**src/rtl/cpu_types_pkg.sv**
```systemverilog
// Shared CPU datapath types.
//   reqstate_t : request sequencer state (FETCH, DATA, HALTED). The fetch and
//                pipeline logic reuse this type.
//   wait_w()   : width of a miss counter able to hold TIMEOUT, never below 1.
package cpu_types_pkg;

  typedef enum logic [1:0] {
    FETCH  = 2'd0,
    DATA   = 2'd1,
    HALTED = 2'd2
  } reqstate_t;

  function automatic int unsigned wait_w(input int unsigned t);
    return (t < 1) ? 1 : $clog2(t + 1);
  endfunction

endpackage

```
**src/rtl/wait_timer.sv**
```systemverilog
// Saturating miss counter.
//   clk     : clock, rising edge
//   rst     : synchronous active-high reset
//   clr     : zero the count (takes priority over en)
//   en      : count one more missed cycle
//   expired : count has reached TIMEOUT-1; a further miss is the TIMEOUT-th
//             miss in a row. Never asserted when TIMEOUT == 0.
module wait_timer
  import cpu_types_pkg::*;
#(
  parameter int unsigned TIMEOUT = 1024,
  parameter int unsigned W       = wait_w(TIMEOUT)
) (
  input  logic clk,
  input  logic rst,
  input  logic clr,
  input  logic en,
  output logic expired
);

  localparam logic [W-1:0] LAST = (TIMEOUT == 0) ? '0 : W'(TIMEOUT - 1);

  logic [W-1:0] cnt_q, cnt_d;

  always_comb begin
    cnt_d = cnt_q;
    if (clr)
      cnt_d = '0;
    else if (en && (cnt_q != '1))
      cnt_d = cnt_q + 1'b1;
  end

  always_ff @(posedge clk) begin
    if (rst) cnt_q <= '0;
    else     cnt_q <= cnt_d;
  end

  assign expired = (TIMEOUT != 0) && (cnt_q == LAST);

endmodule

```
**src/rtl/request_unit.sv**
```systemverilog
// Memory-request sequencer for the single-cycle datapath.
// Turns decoded memRead/memWrite/halt into imem/dmem enables and a PC-commit
// pulse, latches halt, counts retired instructions and traps on a memory hit
// that never returns.
//   CLK, RST            : clock / synchronous active-high reset
//   ihit, dhit          : instruction / data access complete this cycle
//   memRead, memWrite   : current instruction is a load / store
//   halt                : current instruction is HALT
//   imemREN             : instruction fetch request
//   dmemREN, dmemWEN    : data read / write request
//   pcEn                : one-cycle commit pulse for PC and register file
//   halted, memTimeout  : sticky stop flag / stop was caused by a timeout
//   instrCount          : retired-instruction count, wraps
module request_unit
  import cpu_types_pkg::*;
#(
  parameter int unsigned TIMEOUT = 1024,
  parameter int unsigned CNT_W   = 32
) (
  input  logic             CLK,
  input  logic             RST,
  input  logic             ihit,
  input  logic             dhit,
  input  logic             memRead,
  input  logic             memWrite,
  input  logic             halt,
  output logic             imemREN,
  output logic             dmemREN,
  output logic             dmemWEN,
  output logic             pcEn,
  output logic             halted,
  output logic             memTimeout,
  output logic [CNT_W-1:0] instrCount
);

  reqstate_t        state_q, state_d;
  logic             rd_lat_q, rd_lat_d;
  logic             wr_lat_q, wr_lat_d;
  logic             timeout_q, timeout_d;
  logic [CNT_W-1:0] cnt_q, cnt_d;

  logic imem_ren, dmem_ren, dmem_wen, pc_en;
  logic hit, miss, expired;

  // Only the hit relevant to the current state matters; ihit in DATA is ignored.
  assign hit  = ((state_q == FETCH) && ihit) || ((state_q == DATA) && dhit);
  assign miss = ((state_q == FETCH) && !ihit) || ((state_q == DATA) && !dhit);

  wait_timer #(.TIMEOUT(TIMEOUT)) u_wait_timer (
    .clk     (CLK),
    .rst     (RST),
    .clr     (hit || (state_d != state_q)),
    .en      (miss),
    .expired (expired)
  );

  always_comb begin
    state_d   = state_q;
    rd_lat_d  = rd_lat_q;
    wr_lat_d  = wr_lat_q;
    timeout_d = timeout_q;
    cnt_d     = cnt_q;
    imem_ren  = 1'b0;
    dmem_ren  = 1'b0;
    dmem_wen  = 1'b0;
    pc_en     = 1'b0;
    unique case (state_q)
      FETCH: begin
        imem_ren = 1'b1;
        if (ihit) begin
          if (halt) begin
            // halt beats any memory op and is not counted as retired
            state_d = HALTED;
          end else if (memRead || memWrite) begin
            // illegal read+write decode degrades to a plain store
            rd_lat_d = memRead && !memWrite;
            wr_lat_d = memWrite;
            state_d  = DATA;
          end else begin
            pc_en = 1'b1;
            cnt_d = cnt_q + 1'b1;
          end
        end else if (expired) begin
          timeout_d = 1'b1;
          state_d   = HALTED;
        end
      end
      DATA: begin
        dmem_ren = rd_lat_q;
        dmem_wen = wr_lat_q;
        if (dhit) begin
          pc_en    = 1'b1;
          cnt_d    = cnt_q + 1'b1;
          rd_lat_d = 1'b0;
          wr_lat_d = 1'b0;
          state_d  = FETCH;
        end else if (expired) begin
          timeout_d = 1'b1;
          state_d   = HALTED;
        end
      end
      HALTED: ;
      default: state_d = FETCH;
    endcase
  end

  always_ff @(posedge CLK) begin
    if (RST) begin
      state_q   <= FETCH;
      rd_lat_q  <= 1'b0;
      wr_lat_q  <= 1'b0;
      timeout_q <= 1'b0;
      cnt_q     <= '0;
    end else begin
      state_q   <= state_d;
      rd_lat_q  <= rd_lat_d;
      wr_lat_q  <= wr_lat_d;
      timeout_q <= timeout_d;
      cnt_q     <= cnt_d;
    end
  end

  // Everything is held quiet while reset is asserted, so an in-flight request
  // is dropped immediately.
  assign imemREN    = imem_ren && !RST;
  assign dmemREN    = dmem_ren && !RST;
  assign dmemWEN    = dmem_wen && !RST;
  assign pcEn       = pc_en && !RST;
  assign halted     = (state_q == HALTED) && !RST;
  assign memTimeout = timeout_q && !RST;
  assign instrCount = RST ? '0 : cnt_q;

endmodule

```
**config.mk**
```make
export PLATFORM = sky130hd
export DESIGN_NAME = request_unit
export DESIGN_NICKNAME = d
export VERILOG_FILES = /design/src/rtl/cpu_types_pkg.sv /design/src/rtl/wait_timer.sv /design/src/rtl/request_unit.sv
export SDC_FILE = /design/constraint.sdc
export NUM_CORES = 1
export LEC_CHECK = 0
export ABC_CLOCK_PERIOD_IN_PS = 2100
export CAP_MARGIN = 25
export CORE_MARGIN = 5
export CORE_UTILIZATION = 53
export DETAILED_ROUTE_END_ITERATION = 8
export PLACE_DENSITY = 0.8
export SETUP_SLACK_MARGIN = 0.4
export SYNTH_ARGS = -nofsm -noshare
export SYNTH_HDL_FRONTEND = slang
export SYNTH_SLANG_ARGS = --single-unit
```
**constraint.sdc**
```tcl
create_clock -name CLK -period 2.1 [get_ports CLK]
set_input_delay 0.525 -clock CLK [delete_from_list [all_inputs] [get_ports CLK]]
set_output_delay 0.525 -clock CLK [all_outputs]
set_load 0.05 [all_outputs]
```
==> results of run 1 <==
==> logic make-up after synthesis <==
family | synth area share, %
AOI/OAI and AO/OA | 6.717
and+or+nand+nor | 40.39
buffers and inverters | 4.431
muxes | 1.259
adders and majority gates | 0.9327
DFF | 35.82
xor gates and xnor gates | 10.45
==> through the flow <==
stage                     setup WS, ns  util (%)  cells
after floorplan                0.08602         -    313
after global placement         -0.1794     82.29    428
after detailed placement       -0.2625     82.29    428
after CTS                       0.1774     90.68    451
==> what timing repair did <==
action / in CTS
pin swaps: 10
gates cloned: 4
resized for setup: 43
setup endpoints to repair: 83
hold endpoints to repair: 0
buffers inserted: 11
==> out/qor.csv, run 1 <==
stage;metric;value;unit
yosys;Seq/Total Area, Yosys;35.82;%
place;I/O Buffers;44;
outcome;status;stopped before the end;
yosys;Warnings, synthesis;0;
cts;Max Root-Sink Buffers;2;
place;hpwl dp;4.948;mm
cts;H-Tree Depth;2;
yosys;Yosys cell types;46;
place;placed cell areas;3964;um2
outcome;Stop stage;global routing (5_1_grt);
yosys;post-synthesis register bit count;48;
floorplanning;Die Height;81.15;um
global_routing;largest net degree at the start of global routing;16;
floorplanning;# rows;25;
floorplanning;Initial Util;55.69;%
floorplanning;I/O pin total;45;
cts;CTS sink count;48;
timing;GRT worst endpoint;pcEn;
yosys;Post-Syn Area;2683;um2
yosys;top_reg_cell synth;dfxtp_1;
cts;CTS root buffer;clkbuf_8;
cts;Num CTS Buffers;5;
yosys;most frequent cell after synthesis;nor2_1;
yosys;synthesized net count;322;
yosys;Mean Syn Cell Area;8.571;um2
yosys;Synth top cells by count;nor2_1, dfxtp_1, nor2b_1;
floorplanning;overall die width;81.15;um
yosys;post-synth top area share;35.82;%
place;GP Congestion;0.8561;
yosys;Yosys top cell by area;dfxtp_1;
cts;# hold bufs at CTS;0;
yosys;number of flops mapped to enable cells by yosys;0;
timing;WEP type;top-level output;
yosys;Post-synth ARST share;0;%
outcome;stop err;[ERROR DPL-0038] Utilization greater than 100%, impossible to legalize;
yosys;Mapped Cells;313;
yosys;Synth area leaders;dfxtp_1, xnor2_1, nor2_1;
==> inputs of run 2 (changes only) <==
--- a/config.mk
+++ b/config.mk
@@ -8,10 +8,9 @@
 export ABC_CLOCK_PERIOD_IN_PS = 2100
 export CAP_MARGIN = 25
 export CORE_MARGIN = 5
-export CORE_UTILIZATION = 53
+export CORE_UTILIZATION = 40
 export DETAILED_ROUTE_END_ITERATION = 8
-export PLACE_DENSITY = 0.8
-export SETUP_SLACK_MARGIN = 0.4
+export PLACE_DENSITY_LB_ADDON = 0.15
 export SYNTH_ARGS = -nofsm -noshare
 export SYNTH_HDL_FRONTEND = slang
 export SYNTH_SLANG_ARGS = --single-unit
==> out/qor.csv, run 2 <==
stage;metric;value;unit
outcome;status;finished clean;
place;Placed Instances;441;
yosys;Mapped Cells;313;
cts;H-Tree Depth;2;
timing;Slew @ Worst Pin;0.4274;ns
yosys;Post-synth ARST share;0;%
worst_setup_path;Slowest-stage cell, CP;dlygate4sd2_1;
drt;DR vias/cell;5.062;
floorplanning;Die Height;91.89;um
yosys;Seq/Total Area, Yosys;35.82;%
floorplanning;# rows;29;
place;DP Worst Slack;-0.1888;ns
drt;final WL;5.744;mm
global_routing;largest net degree at the start of global routing;19;
timing;Worst slew margin;71.40;%
yosys;post-synth top area share;35.82;%
final_layout;final-stage net count;382;
global_routing;total grt overflow;0;
timing;RSZ-0062 raised after global routing;false;
cts;Clk pin slew, worst setup/hold paths;0.08;ns
cts;Num CTS Buffers;5;
worst_setup_path;worst setup path class;in2out;
cts;Max Root-Sink Buffers;2;
yosys;Yosys cell types;46;
yosys;Warnings, synthesis;0;
power;power per cell area;504.1;nW/um2
power;clock power share;37.2;%
power;P_int;1.359;mW
timing;final hold slack;0.4556;ns
drt;wire per inst;12.74;um
cts;CTS root buffer;clkbuf_8;
cts;clk_lat worst skew;0.30;ns
yosys;Yosys top cell by area;dfxtp_1;
yosys;Post-Syn Area;2683;um2
cts;CTS tree;done;
global_routing;vias in the first global route;2114;
place;I/O Buffers;44;
drt;via count;2283;
timing;Fin Clk Skew;0.01338;ns
worst_setup_path;Startpoint Class;input pin;
final_layout;layout cell share with drive strength beyond 1;33.16;%
final_layout;fin cells;451;
final_layout;commonest cells after routing, fill and taps aside;buf_4, nor2_1, dfxtp_1, xnor2_1, nor2b_2;
timing;max-slew violations;0;
worst_setup_path;Cell Chain, Critical Path;dlygate4sd2_1, nor3b_4, a21oi_4, nor3_4, buf_12;
global_routing;first-pass GRT wire length;9.756;mm
drt;Iteration-0 DRC Markers;59;
power;maximum VDD drop;284.3;uV
final_layout;max FFs per register;32;
final_layout;biggest regs;cnt_q: 32 flops, u_wait_timer.cnt_q: 11 flops, state_q: 2 flops;
yosys;number of flops mapped to enable cells by yosys;0;
power;Gate power share;10.7;%
final_layout;Area Growth Syn to Fin;31.72;%
yosys;Synth area leaders;dfxtp_1, xnor2_1, nor2_1;
power;cell leakage power;1.343;nW
place;GP Congestion;0.8699;
worst_setup_path;CP Max Fanout;3;
timing;Final Setup Violations;0;
timing;fmax;489.3;MHz
run;Max Cap Viol;0;
global_routing;overall routing resource usage;13.78;%
worst_setup_path;WP data required;1.57;ns
floorplanning;Core Box Area;6422;um2
cts;# hold bufs at CTS;0;
timing;Hold Vio Cnt, Final;0;
hold_path;Min-Delay Path Class;reg2reg;
yosys;most frequent cell after synthesis;nor2_1;
yosys;Synth top cells by count;nor2_1, dfxtp_1, nor2b_1;
floorplanning;Initial Util;41.77;%
place;hpwl dp;4.227;mm
power;Sequential Power Share;52.1;%
global_routing;antenna violations before repair;0;
worst_setup_path;CP peak stage delay;0.29;ns
yosys;synthesized net count;322;
cts;CTS sink count;48;
drt;DRT Pass-1 Iters;4;
floorplanning;I/O pin total;45;
worst_setup_path;Crit. End Element;output port;
floorplanning;overall die width;91.89;um
final_layout;largest reg by FF count;cnt_q;
yosys;Mean Syn Cell Area;8.571;um2
final_layout;commonest non-fill, non-tap cell in the layout;buf_4;
timing;Period minus WS final;2.044;ns
worst_setup_path;worst path arrival time;1.52;ns
power;sw frac;23.70;%
worst_setup_path;CP bufs+invs;2;
drt;antenna viol nets, final;0;
timing;Final Cycle Share;97.32;%
worst_setup_path;Top Family by Delay on Critical Path;buffers and inverters;
yosys;post-synthesis register bit count;48;
timing;Final WS setup;0.05624;ns
floorplanning;total die area;8444;um2
yosys;top_reg_cell synth;dfxtp_1;
final_layout;Antenna Cells;0;
drt;DRC viols;0;
power;sw power;0.4222;mW
run 2: metrics by stage:
stage | power (mW) | setup TNS [ns] | area (um2) | util (%)
floorplan | 1.048 | -1.385 | 2748 | -
global placement | 1.138 | -3.284 | 3405 | 53.01
detailed placement | 1.140 | -3.797 | 3405 | 53.01
CTS | 1.812 | 0 | 3533 | 55.02
global route | 1.865 | 0 | 3533 | 55.02
finish | 1.781 | 0 | 3533 | 55.02
run 2: path summary, 6_finish.rpt:
kind                                start         to  slack, ns  cells past startpoint
worst max-delay path                 halt       pcEn       0.06                      5
worst min-delay path            timeout_q  timeout_q       0.46                      2
worst max register to register   cnt_q[0]  cnt_q[30]       0.29                      7
worst min register to register  timeout_q  timeout_q       0.46                      2
run 2: logic make-up after synthesis:
family,after synthesis,share of synthesized area (%)
compound gates,30,6.717
flops,48,35.82
mux,3,1.259
xor+xnor,32,10.45
fa+ha+maj,2,0.9327
simple gates,173,40.39
buf+inv,25,4.431
run 2: power groups by stage:
stage	clock network, mW	logic [mW]	registers (mW)
floorplan	0	0.102	0.946
global placement	0	0.189	0.949
detailed placement	0	0.191	0.950
CTS	0.690	0.193	0.929
global route	0.728	0.207	0.931
finish	0.662	0.191	0.928
run 2: cell type report:
cell class	instances	area, um2
Clock inverter	2	35.03
Inverter	7	26.28
Tap cell	77	96.34
Sequential cell	48	962.2
Clock buffer	6	72.57
Fill cell	594	2889
Multi-Input combinational cell	240	1679
Timing Repair Buffer	71	661.9
run 2: per-layer routing:
layer | global-route usage, % | part of all wire (%)
met5 | 0 | 0
met4 | 4.084 | 1.7
met3 | 3.519 | 4.9
met2 | 23.18 | 47
met1 | 17.42 | 47
run 2: repair_timing:
action / CTS / global route
setup buffers: 2 / 0
resized for setup: 9 / 0
pin swaps: 4 / 2
setup endpoints to repair: 1 / 1
run 2: worst reg2reg max path, cell delays in order (launching register included):
cell     delay (ns)
dfxtp_1        0.42
ha_1           0.23
nor4b_2        0.25
a22oi_2        0.14
buf_12         0.17
nor4_2         0.29
xnor2_1        0.15
nor2_1         0.05
(Power assumes the default switching activity.)
==> variant (flow settings as in run 2) <==
Put a register stage on the outputs `imemREN`, `dmemREN`, `dmemWEN`, `pcEn`, `halted`, `memTimeout` and `instrCount`, with the module's reset. The values now appear one clock later. Comments in the files are not updated.
--- a/src/rtl/request_unit.sv
+++ b/src/rtl/request_unit.sv
@@ -122,13 +122,25 @@
 
   // Everything is held quiet while reset is asserted, so an in-flight request
   // is dropped immediately.
-  assign imemREN    = imem_ren && !RST;
-  assign dmemREN    = dmem_ren && !RST;
-  assign dmemWEN    = dmem_wen && !RST;
-  assign pcEn       = pc_en && !RST;
-  assign halted     = (state_q == HALTED) && !RST;
-  assign memTimeout = timeout_q && !RST;
-  assign instrCount = RST ? '0 : cnt_q;
+  always_ff @(posedge CLK) begin
+    if (RST) begin
+      imemREN    <= '0;
+      dmemREN    <= '0;
+      dmemWEN    <= '0;
+      pcEn       <= '0;
+      halted     <= '0;
+      memTimeout <= '0;
+      instrCount <= '0;
+    end else begin
+      imemREN    <= imem_ren && !RST;
+      dmemREN    <= dmem_ren && !RST;
+      dmemWEN    <= dmem_wen && !RST;
+      pcEn       <= pc_en && !RST;
+      halted     <= (state_q == HALTED) && !RST;
+      memTimeout <= timeout_q && !RST;
+      instrCount <= RST ? '0 : cnt_q;
+    end
+  end
 
 endmodule
 
Behaviour: not the same (Yosys sat finds a counterexample within 4 cycles, from zero or initial values and one cycle with RST high).
==> variant against run 2 <==
Design area is 28% higher. Via count increased by 27%. Count of clock-buffer cells in the layout grew 6. Fmax down 1.9%. Critical path depth unchanged. Total power up 73%. Critical endpoint is now cnt_q[30]$_SDFFE_PP0P_. Sequential cell count increased by 38. Synthesized area rose by 29%. Setup slack worse by 0.040 ns. Routed wire length increased by 35%.
==> variant: results (changes against run 2) <==
Ant. Diodes=0 (unchanged); vias=2900 (+27%); sequential share of the synthesized area=49.7% (+14 points); nets@finish=450 (+18%); unique cell type count in the Yosys netlist=43 (-6.5%); final setup skew=0.00583 ns (-0.00755 ns); Pleak=1.62 nW (+20%); htree depth=3 (+1); Synth top cells by count=dfxtp_1 (86), nor2_1 (32), nor2b_1 (30), a21oi_1 (28); layout cells sized above 1=18.6% (-15 points); gpl congestion=0.795 (-8.7%); GRT Overall Usage=15.3% (+1.5 points); sequential cells=86 (+79%); critical path peak fanout=6 (+3); global-route track usage on met2=22.7% (-0.48 points); grt met3 use=3.38% (-0.14 points); Cells after Synth=368 (+18%); Mapped Nets=377 (+17%); die area=10600 sq um (+26%); met1 Use GR=20.9% (+3.4 points); clk buf depth=2 (unchanged); detailed router's first-iteration violation count=107 (+81%); pre-CTS setup slack=-0.570 ns (-0.382 ns); post-route cell area=4540 sq um (+28%); M1 WL=3680 microns (+37%); Clock buf/inv share=4.74% (+1.7 points); CTS resizes=3 (-6); Inst Count DP=535 (+21%); Non-CTS buffers=81 (+14%); crit path DAT=2.38 ns (+0.86 ns); Min Hold Slack=0.459 ns (+0.00382 ns); clock buf count=12 (+6); Worst Hold End=memTimeout$_SDFF_PP0_; Final non-clock buffer share=16.3% (-2.4 points); worst skew pair latency=0.35 ns (+0.05 ns); wire length on met3=335 microns (+19%); Post-CTS Setup Bufs=0 (-2); drt wl/cell=14.0 microns (+10%); ranking of synthesized cells by area=dfxtp_1 (50%), nor2b_1 (5.4%), mux2_2 (5.2%), a21oi_1 (4.0%), nor2_1 (3.5%); Inverters=9 (+2); CP Capture Point=cnt_q[30]$_SDFFE_PP0P_; biggest registers after layout=cnt_q (32), instrCount (32), u_wait_timer.cnt_q (11); placed cell area=4250 sq um (+25%); vias in the first global route=2765 (+31%); Inserted Clock Buffers=9 (+4); Reg2Reg Launch Point=state_q[0]$_SDFF_PP0_; FF-to-FF path depth=4 (-3); largest net degree at the start of global routing=38 (+19); comb_multi_in=254 (+5.8%); first-pass GRT wire length=12900 microns (+32%); fin crit period=2.08 ns (+0.0397 ns); status=finished clean; dpl hpwl=5260 microns (+24%); Detail Route met2 WL=3560 microns (+33%); Storage cell area=1720 sq um (+79%)
-- variant: cell count changes after synthesis, sizes merged, moves of 4 or more --
cell / delta
nand4b: -4
nor3: -4
clkbuf: +6
o31ai: +13
mux2: +13
nor2: -19
xor2: -7
a21oi: +11
dfxtp: +38
or4: +14
xnor2: -22
-- variant: report_power, final --
part	internal, mW	switching, mW
combinational	0.0763	0.0995
clock	0.700	0.559
sequential	1.64	0.00985
total	2.42	0.668
-- variant: critical path, cell delays in order --
cell and delay, ns:
dlygate4sd2_1 0.28, or3b_4 0.40, a2111o_1 0.48, or4_1 0.55
a21oi_2 0.14
-- variant: kinds of logic (layout without fill, tap and decap cells) --
group                      after synthesis  in the layout  synth area share (%)
xor gates and xnor gates                 3              3                 0.759
buffers and inverters                   30            106                  3.72
and+or+nand+nor                        168            169                  28.1
adders and majority gates                2              2                 0.723
DFF                                     86             86                  49.7
AOI/OAI and AO/OA                       62             63                  11.5
muxes                                   17             17                  5.49
